--- config.mk ---
export PLATFORM = sky130hd
export DESIGN_NAME = i2s_sample_fifo
export DESIGN_NICKNAME = d
export VERILOG_FILES = /design/src/rtl/i2s_sample_fifo.sv
export SDC_FILE = /design/constraint.sdc
export NUM_CORES = 1
export LEC_CHECK = 0
export ABC_AREA = 1
export CORE_MARGIN = 1
export CORE_UTILIZATION = 50
export CTS_BUF_LIST = sky130_fd_sc_hd__clkbuf_8
export CTS_CLUSTER_SIZE = 8
export DETAILED_ROUTE_END_ITERATION = 6
export PLACE_DENSITY = 0.68
export SKIP_LAST_GASP = 1
export SLEW_MARGIN = 20
export SYNTH_ARGS = -nofsm -noshare
export SYNTH_HDL_FRONTEND = slang
export SYNTH_SLANG_ARGS = --single-unit
export TNS_END_PERCENT = 5
--- constraint.sdc ---
create_clock -name clk -period 6.17 [get_ports clk]
set_input_delay 1.5425 -clock clk [delete_from_list [all_inputs] [get_ports clk]]
set_output_delay 1.5425 -clock clk [all_outputs]
set_load 0.03 [all_outputs]
--- src/rtl/i2s_sample_fifo.sv ---
// First-word-fall-through stereo sample FIFO between the audio register file and the I2S serializer.
// Provides level/threshold status, sticky overflow/underrun flags and a synchronous software flush.
module i2s_sample_fifo #(
  parameter int FIFO_LEN_BITS = 4
) (
  input  logic                     clk,
  input  logic                     rst,
  input  logic                     flush,
  input  logic [47:0]              wr_data,
  input  logic                     wr_valid,
  output logic                     wr_ready,
  input  logic [FIFO_LEN_BITS:0]   fifo_threshold,
  output logic [FIFO_LEN_BITS:0]   fifo_level,
  output logic                     fifo_full,
  output logic                     fifo_empty,
  output logic                     fifo_low,
  output logic [47:0]              rd_data,
  output logic                     rd_valid,
  input  logic                     rd_ready,
  output logic                     overflow,
  output logic                     underrun
);

  localparam int DEPTH = 1 << FIFO_LEN_BITS;
  localparam int PW    = FIFO_LEN_BITS + 1;
  localparam logic [PW-1:0] DEPTH_LVL    = PW'(DEPTH);
  localparam logic [PW-1:0] DEPTH_M1_LVL = PW'(DEPTH - 1);

  logic [47:0]   mem [DEPTH];
  logic [PW-1:0] wr_ptr;
  logic [PW-1:0] rd_ptr;
  logic          push;
  logic          pop;

  // Pointers carry one extra wrap bit so full and empty are distinguishable by subtraction.
  assign fifo_level = wr_ptr - rd_ptr;
  assign fifo_full  = (fifo_level == DEPTH_LVL);
  assign fifo_empty = (fifo_level == '0);
  assign fifo_low   = (fifo_level < fifo_threshold);

  // One slot of margin: the producer's write strobe lags its sampling of wr_ready by a cycle.
  assign wr_ready = (fifo_level < DEPTH_M1_LVL) && !flush && !rst;
  assign rd_valid = !fifo_empty && !flush;
  assign rd_data  = mem[rd_ptr[FIFO_LEN_BITS-1:0]];

  assign push = wr_valid && !fifo_full && !flush;
  assign pop  = rd_valid && rd_ready;

  always_ff @(posedge clk) begin
    if (push) begin
      mem[wr_ptr[FIFO_LEN_BITS-1:0]] <= wr_data;
    end
  end

  always_ff @(posedge clk) begin
    if (rst || flush) begin
      wr_ptr   <= '0;
      rd_ptr   <= '0;
      overflow <= 1'b0;
      underrun <= 1'b0;
    end else begin
      if (push) begin
        wr_ptr <= wr_ptr + 1'b1;
      end
      if (pop) begin
        rd_ptr <= rd_ptr + 1'b1;
      end
      if (wr_valid && fifo_full) begin
        overflow <= 1'b1;
      end
      if (rd_ready && fifo_empty) begin
        underrun <= 1'b1;
      end
    end
  end

endmodule

==> results of run 1 <==
final timing paths:
check	depth (start not counted)	endpoint
worst max register to register	12	mem[1][38]$_DFFE_PP_
worst min-delay path	2	overflow$_SDFFE_PP0P_
worst min register to register	2	overflow$_SDFFE_PP0P_
worst max-delay path	6	rd_data[47]
synth_stat cells, types with 16 or more instances:
cell / n
a21oi_1: 198
buf_2: 27
buf_6: 19
clkbuf_1: 74
dfxtp_1: 16
edfxtp_1: 768
inv_1: 220
mux2i_1: 192
nand2_1: 87
nand3_1: 86
nor2_1: 33
o211ai_1: 192
o21ai_0: 211
cell type report:
class / count / area (sq um)
sequential: 784 / 23400
clock inverter: 75 / 318
antenna: 3 / 7.51
multi-input combinational: 1041 / 6770
timing repair buffer: 155 / 1560
inverter: 221 / 836
tap: 837 / 1050
fill: 4876 / 26600
clock buffer: 122 / 1680
metal layers:
metal | part of all wire, % | vias up | wire [microns]
met1 | 42 | 9024 | 29800
met3 | 6.7 | 128 | 4750
met2 | 49 | 616 | 34700
met4 | 2.2 | 8 | 1570
li1 | - | 8455 | -
met5 | 0.064 | - | 45
state kept, by name (all words and copies together), names as in the netlist, named ones only:
| name | cells |
|---|---|
| wr_ptr | 5 |
| rd_ptr | 5 |
| mem | 768 |
| overflow | 1 |
| underrun | 1 |
cell families (layout without fill, tap and decap cells):
logic type               after synthesis  count (layout)
flip-flops                           784             784
AND/OR/NAND/NOR                      224             224
XOR/XNOR                               3               3
buffers and inverters                360             573
other                                  0               3
AO/OA/AOI/OAI                        609             609
adder cells (fa/ha/maj)               13              13
multiplexers                         192             192
through the flow:
step / total power (W) / instances / hold slack (ps) / setup WS (ps) / utilization (%)
6_report: 0.0102 / 3238 / 478 / 836 / 57.3
2_1_floorplan: 0.00638 / 2185 / 475 / 1400 / -
5_1_grt: 0.0105 / 3237 / 529 / 657 / 57.3
3_3_place_gp: 0.00661 / 3038 / 455 / 1040 / 54.1
4_1_cts: 0.0103 / 3235 / 484 / 795 / 57.3
3_5_place_dp: 0.00662 / 3038 / 464 / 1090 / 54.1
worst max-delay path: cells and delay by family, from the launching register on:
| kind | cells | cell delay, ps |
|---|---|---|
| compound gates | 2 | 330 |
| buf+inv | 3 | 1960 |
| flops | 1 | 570 |
| simple gates | 1 | 140 |
power by group through the flow:
stage / Combinational, W / Sequential [W] / Clock [W]
4_1_cts: 0.000625 / 0.00589 / 0.00376
3_3_place_gp: 0.000612 / 0.00600 / 0
5_1_grt: 0.000678 / 0.00589 / 0.00398
3_5_place_dp: 0.000623 / 0.00600 / 0
2_1_floorplan: 0.000379 / 0.00600 / 0
6_report: 0.000622 / 0.00589 / 0.00368
==> out/results.txt, run 1 <==
Outcome -> completed
Layout area overhead -> 12.3%
Achievable frequency -> 0.187 GHz
Reg clk slew, reported paths -> 60 ps
H-tree depth -> 3
Initial core utilization -> 51.0%
FF-to-FF Start -> wr_ptr[0]$_SDFFE_PP0P_
First-pass GRT wire length -> 106000 microns
Vias in the first global route -> 18100
Clock share of power -> 36.1%
Compound-cell area share of the yosys netlist -> 11.2%
Synth Instances -> 2185
Worst skew pair latency -> 720 ps
Main combinational cell family by area after synthesis -> compound AO/OA/AOI/OAI gates
Worst setup EP type -> output port
Site Rows -> 91
Via count -> 18200
Via density -> 5.63
Top cells by area, synth -> edfxtp_1, mux2i_1, o211ai_1
Max_cap viols -> 0
Count of state elements after synthesis -> 784
Pwr dens -> 286 nW/um^2
Part of the power in registers -> 57.8%
Die area -> 64400 sq um
Post-Route WL -> 70800 microns
Fin. max-slew vios -> 0
Initial DRT Pass Iterations -> 6
Synthesized-area fraction occupied by adder cells -> 0.537%
Avg Cell Area, Syn -> 14.5 sq um
Slowest-stage cell, CP -> buf_4
Most frequent cells in the layout -> edfxtp_1, inv_1, o21ai_0
Post-Synthesis Cell Area -> 31700 sq um
Cts hold-fix bufs -> 0
Primary FF master, synth -> edfxtp_1
Post-CTS sizing -> 0
DR WL/cell -> 21.9 microns
Port buffer count -> 117
Tmin final -> 5330 ps
Switch share -> 22.4%
IO Pins -> 118
Placed Instance Area -> 33600 sq um
Residual DRC count -> 0
Final hold vios -> 0
Mux contribution to synthesized area -> 6.06%
Max IR drop VDD -> 0.170 mV
Combinational Power Share -> 6.1%
Worst Tran Pin Value -> 1150 ps
EDFF count, synth -> 768
Hold WC Path Type -> reg -> reg
Nets -> 2393
Slew HR -> 23.2%
Arr. time, crit path -> 3790 ps
Critical Path Max Stage Delay -> 710 ps
Yosys top cell by area -> edfxtp_1
Met2 Usage GRT -> 36.4%
RSZ-0062 raised after global routing -> false
Die width -> 254 microns
Routed Antenna Nets -> 0
Syn nets -> 2256
CTS Root Buffer Type -> clkbuf_8
Final setup TNS -> 0 ps
Final std cell area, no fill -> 35600 sq um
# setup viols final -> 0
Pint -> 0.00791 W
GRT Overall Usage -> 22.1%
Post-synth cell types -> 33
Post-DP HPWL -> 34400 microns
WS Path Type -> reg -> out
CTS Sinks -> 784
Xor/xnor cell area share of the yosys netlist -> 0.0829%
Synth Warn # -> 0
Startpoint Class -> flop
CTS tree -> yes
CTS max path bufs -> 3
Final period utilization -> 86.4%
Sequential-to-total area share from yosys stat -> 73.8%
P_leak -> 11.7 nW
Core box area -> 62200 sq um
Sw power -> 0.00229 W
Largest net degree at the start of global routing -> 115
Data required, critical path -> 4630 ps
CTS buffer count -> 119
Skew final -> 33.4 ps
Initial antenna violation count -> 7
Gr ovfl total -> 0
Detailed Route Iter0 Violations -> 1590
Setup bufs post-CTS -> 0
CP Cell Sequence -> buf_4, buf_4, o211ai_1, o211ai_1, nand2_1, clkdlybuf4s50_1
Asr flop ratio synth -> 0%
Hold_sp -> overflow$_SDFFE_PP0P_
Layout cells sized above 1 -> 8.26%
Die Ht -> 254 microns
Register-to-register setup slack -> 2340 ps
Post-synth top area share -> 72.7%
Commonest non-fill, non-tap cell in the layout -> edfxtp_1
Met1 Use GR -> 29.3%
Gr busiest metal -> met2
GR Util met3 -> 4.39%
Max FO, Critical Path -> 52
Post-Synth Simple-Gate Area -> 3.16%
RePlAce Congestion -> 0.761
Note: power is estimated with default switching activity, not from simulation.
==> run 2, diff against run 1 <==
Settings changed: CORE_UTILIZATION 50 to 60, PLACE_DENSITY 0.68 to 0.8.
==> run 2 against run 1 <==
Compared with the run above: non-clock buffer count decreased by 1; setup slack got worse by 160 ps; register-to-register slack got worse by 100 ps; largest cell class unchanged; combinational power increased by 1%; power decreased by 0.62%.
==> out/results.txt, run 2 (synthesized netlist as in run 1, its figures left out) <==
CTS max path bufs -> 3 (unchanged)
RSZ-0062 raised after global routing -> false (unchanged)
Max IR drop VDD -> 0.164 mV (was 0.170 mV)
Final period utilization -> 89.0% (was 86.4%)
Setup bufs post-CTS -> 0 (unchanged)
Die width -> 232 microns (was 254 microns)
Most frequent cells in the layout -> edfxtp_1, inv_1, o21ai_0 (unchanged)
H-tree depth -> 3 (unchanged)
Layout cells sized above 1 -> 8.10% (was 8.26%)
# setup viols final -> 0 (unchanged)
RePlAce Congestion -> 0.776 (was 0.761)
CTS tree -> yes (unchanged)
IO Pins -> 118 (unchanged)
Layout area overhead -> 11.6% (was 12.3%)
Via count -> 18700 (was 18200)
CTS Sinks -> 784 (unchanged)
Final setup TNS -> 0 ps (unchanged)
Die Ht -> 232 microns (was 254 microns)
Detailed Route Iter0 Violations -> 2069 (was 1590)
Largest net degree at the start of global routing -> 193 (was 115)
Outcome -> completed (unchanged)
DR WL/cell -> 22.8 microns (was 21.9 microns)
Startpoint Class -> flop (unchanged)
Core box area -> 51700 sq um (was 62200 sq um)
CTS Root Buffer Type -> clkbuf_8 (unchanged)
Post-DP HPWL -> 34700 microns (was 34400 microns)
P_leak -> 11.6 nW (was 11.7 nW)
First-pass GRT wire length -> 106000 microns (about the same)
Residual DRC count -> 0 (unchanged)
Initial core utilization -> 61.3% (was 51.0%)
Post-Route WL -> 69800 microns (was 70800 microns)
Pwr Total -> 0.0101 W (was 0.0102 W)
Cts hold-fix bufs -> 0 (unchanged)
Fillers -> 3377 (was 4876)
Commonest non-fill, non-tap cell in the layout -> edfxtp_1 (unchanged)
Vias in the first global route -> 18800 (was 18100)
Max_cap viols -> 0 (unchanged)
Hold_sp -> overflow$_SDFFE_PP0P_ (unchanged)
CTS buffer count -> 117 (was 119)
Worst setup EP type -> output port (unchanged)
FF-to-FF Start -> wr_ptr[0]$_SDFFE_PP0P_ (unchanged)
Post-CTS sizing -> 0 (unchanged)
Nets -> 2390 (was 2393)
Routed Antenna Nets -> 0 (unchanged)
Slew HR -> 22.5% (was 23.2%)
Pwr dens -> 286 nW/um^2 (about the same)
Data required, critical path -> 4630 ps (about the same)
Die area -> 53800 sq um (was 64400 sq um)
Hold WC Path Type -> reg -> reg (unchanged)
Max FFs per register -> 768 (unchanged)
Site Rows -> 83 (was 91)
Tmin final -> 5490 ps (was 5330 ps)
Fin util -> 68.4% (was 57.3%)
Via density -> 6.11 (was 5.63)
Max FO, Critical Path -> 54 (was 52)
Achievable frequency -> 0.182 GHz (was 0.187 GHz)
Worst skew pair latency -> 690 ps (was 720 ps)
Port buffer count -> 117 (unchanged)
Initial antenna violation count -> 1 (was 7)
Fin. max-slew vios -> 0 (unchanged)
Arr. time, crit path -> 3950 ps (was 3790 ps)
WS Path Type -> reg -> out (unchanged)
GRT Overall Usage -> 26.4% (was 22.1%)
Skew final -> 23.6 ps (was 33.4 ps)
Worst Tran Pin Value -> 1160 ps (was 1150 ps)
Initial DRT Pass Iterations -> 6 (unchanged)
Reg clk slew, reported paths -> 60 ps (about the same)
Gr ovfl total -> 0 (unchanged)
Final hold vios -> 0 (unchanged)
run 2: critical path, stage by stage, from the launching register on:
cell	delay (ps)
dfxtp_4	850
inv_2	640
buf_4	530
o211ai_1	200
nand3_1	100
nand2_1	180
clkdlybuf4s50_1	710
run 2: path summary, 6_finish.rpt:
kind                           end  cells after the start  slack, ps
min          overflow$_SDFFE_PP0P_                      2        480
max                    rd_data[19]                      6        680
max reg2reg   mem[8][37]$_DFFE_PP_                     12       2240
min reg2reg  overflow$_SDFFE_PP0P_                      2        480
run 2: routing by layer:
metal  vias to the layer above  track usage, %  routed length [microns]
met5                         -               0                       13
met4                         2            9.56                     1710
met3                       128            4.49                     5440
met2                       851            43.5                    34600
met1                      9299            35.5                    28000
li1                       8445               -                        -
run 2: metrics by stage:
step / std cells / area (sq um) / hold WS [ps] / worst slack, ps
floorplan: 2185 / 31700 / 475 / 1400
global placement: 2880 / 33500 / 460 / 1070
detailed placement: 2880 / 33500 / 479 / 1020
CTS: 3062 / 35400 / 499 / 648
global route: 3062 / 35400 / 520 / 564
finish: 3063 / 35400 / 484 / 679
run 2: layout make-up:
type,instances,area (sq um),share of cell area [%]
clock buffer,119,1640,4.63
tap,680,851,2.40
timing repair buffer,154,1610,4.55
antenna,1,2.50,0.00707
clock inverter,63,283,0.799
inverter,221,838,2.37
multi-input combinational,1041,6770,19.1
sequential,784,23400,66.1
run 2: report_power, final:
part	internal (W)	total (W)	leakage [nW]	switching (W)
Clock	0.00179	0.00361	1.11	0.00182
Combinational	0.000228	0.000631	3.45	0.000403
Sequential	0.00588	0.00589	7.05	0.0000138
==> run 3, diff against run 2 <==
Settings changed: CORE_UTILIZATION 60 to 30, PLACE_DENSITY 0.8 to default, PLACE_DENSITY_LB_ADDON from default to 0.1.
==> run 3 against run 2 <==
Compared with the run above: sequential share of layout area decreased by 2.6 points; clock skew increased by 1.5 ps; wire length increased by 22%; non-clock buffer count decreased by 1; power increased by 7.2%; highest routed layer unchanged; critical path type unchanged; largest power group unchanged; combinational power increased by 2%; clock-buffer cell count increased by 27; die area increased by 99%; critical endpoint is now rd_data[47]; register-to-register slack improved by 80 ps.
==> out/results.txt, run 3 (synthesized netlist as in run 1, its figures left out) <==
CTS buffer count -> 142 (was 117)
DR WL/cell -> 22.2 microns (was 22.8 microns)
Post-Route WL -> 85100 microns (was 69800 microns)
Fin. max-slew vios -> 0 (unchanged)
Layout cells sized above 1 -> 9.28% (was 8.10%)
Setup bufs post-CTS -> 0 (unchanged)
CTS tree -> yes (unchanged)
GRT Overall Usage -> 15.9% (was 26.4%)
Initial core utilization -> 30.5% (was 61.3%)
Final setup TNS -> 0 ps (unchanged)
Fillers -> 10000 (was 3377)
Initial DRT Pass Iterations -> 5 (was 6)
Skew final -> 25.2 ps (was 23.6 ps)
Post-CTS sizing -> 0 (unchanged)
IO Pins -> 118 (unchanged)
Routed Antenna Nets -> 0 (unchanged)
H-tree depth -> 4 (was 3)
Max_cap viols -> 0 (unchanged)
Final hold vios -> 0 (unchanged)
Outcome -> completed (unchanged)
Reg clk slew, reported paths -> 60 ps (about the same)
First-pass GRT wire length -> 125000 microns (was 106000 microns)
Largest net degree at the start of global routing -> 132 (was 193)
Nets -> 2414 (was 2390)
Gr busiest metal -> met2 (unchanged)
Final period utilization -> 83.7% (was 89.0%)
Cts hold-fix bufs -> 0 (unchanged)
RePlAce Congestion -> 0.716 (was 0.776)
WS Path Type -> reg -> out (unchanged)
Core box area -> 104000 sq um (was 51700 sq um)
P_leak -> 12.0 nW (was 11.6 nW)
Tmin final -> 5170 ps (was 5490 ps)
Achievable frequency -> 0.194 GHz (was 0.182 GHz)
Worst Tran Pin Value -> 1110 ps (was 1160 ps)
Site Rows -> 118 (was 83)
Worst setup EP type -> output port (unchanged)
Slew HR -> 26.0% (was 22.5%)
Max FFs per register -> 768 (unchanged)
Data required, critical path -> 4630 ps (about the same)
Fin util -> 35.4% (was 68.4%)
Die width -> 327 microns (was 232 microns)
Setup ws final -> 1000 ps (was 679 ps)
Max FO, Critical Path -> 130 (was 54)
Layout area overhead -> 16.3% (was 11.6%)
Worst skew pair latency -> 780 ps (was 690 ps)
CTS Sinks -> 784 (unchanged)
Met1 Use GR -> 22.1% (was 35.5%)
Startpoint Class -> flop (unchanged)
Die Ht -> 327 microns (was 232 microns)
Met2 Usage GRT -> 25.1% (was 43.5%)
CTS max path bufs -> 3 (unchanged)
Vias in the first global route -> 18600 (was 18800)
CTS Root Buffer Type -> clkbuf_8 (unchanged)
Initial antenna violation count -> 4 (was 1)
Arr. time, crit path -> 3620 ps (was 3950 ps)
Via density -> 4.75 (was 6.11)
Residual DRC count -> 0 (unchanged)
Place WS -> 1040 ps (was 1020 ps)
Most frequent cells in the layout -> edfxtp_1, inv_1, o21ai_0 (unchanged)
Max IR drop VDD -> 0.132 mV (was 0.164 mV)
Post-DP HPWL -> 39400 microns (was 34700 microns)
Gr ovfl total -> 0 (unchanged)
GR Util met3 -> 3.09% (was 4.49%)
Via count -> 18200 (was 18700)
Hold WC Path Type -> reg -> reg (unchanged)
RSZ-0062 raised after global routing -> false (unchanged)
Detailed Route Iter0 Violations -> 1357 (was 2069)
Pwr dens -> 295 nW/um^2 (was 286 nW/um^2)
# setup viols final -> 0 (unchanged)
Port buffer count -> 117 (unchanged)
Commonest non-fill, non-tap cell in the layout -> edfxtp_1 (unchanged)
Die area -> 107000 sq um (was 53800 sq um)
run 3: cell count changes in the layout (fill, tap and decap cells not counted), sizes merged:
| cell | change |
|---|---|
| inv | +22 |
| clkbuf | +27 |
| bufinv | -1 |
| diode | +3 |
| clkinv | +17 |
| buf | -1 |
| clkinvlp | -1 |
run 3: area by class of cell:
type	count	area [sq um]	share of cell area, %
inverter	221	841	2.28
tap	1380	1730	4.68
timing repair buffer	153	1670	4.52
sequential	784	23400	63.5
multi-input combinational	1041	6770	18.4
clock buffer	146	2010	5.45
antenna	4	10.0	0.0272
clock inverter	100	443	1.20
run 3: through the flow:
step	std cells	power, W	hold slack [ps]	cell area (sq um)
after floorplan	2185	0.00638	475	31700
after global placement	3579	0.00665	462	34400
after detailed placement	3579	0.00666	464	34400
after CTS	3825	0.0110	483	36900
after global routing	3826	0.0113	508	36900
final	3829	0.0109	471	36900
run 3: worst paths after layout:
check / from / end / slack, ps / depth (start not counted)
worst max-delay path: flop / rd_data[47] / 1000 / 6
worst min register to register: overflow$_SDFFE_PP0P_ / overflow$_SDFFE_PP0P_ / 470 / 2
worst min-delay path: overflow$_SDFFE_PP0P_ / overflow$_SDFFE_PP0P_ / 470 / 2
worst max register to register: wr_ptr[0]$_SDFFE_PP0P_ / mem[13][32]$_DFFE_PP_ / 2320 / 12
run 3: layer usage:
layer	vias up	routed length (microns)	part of all wire, %
met5	-	26	0.031
met4	4	1590	1.9
met3	128	3760	4.4
met2	356	39200	46
met1	9142	40500	48
li1	8539	-	-
run 3: worst max-delay path, cell delays in order, from the launching register on:
cell and delay (ps):
dfxtp_4 460, inv_8 740, buf_4 460, o21ai_0 170, o211ai_1 170, nand2_1 140, clkdlybuf4s50_1 630
run 3: power breakdown:
| group | leakage (nW) | internal [W] | switching [W] |
|---|---|---|---|
| logic | 3.46 | 0.000225 | 0.000420 |
| clock network | 1.44 | 0.00219 | 0.00214 |
| registers | 7.05 | 0.00588 | 0.0000143 |
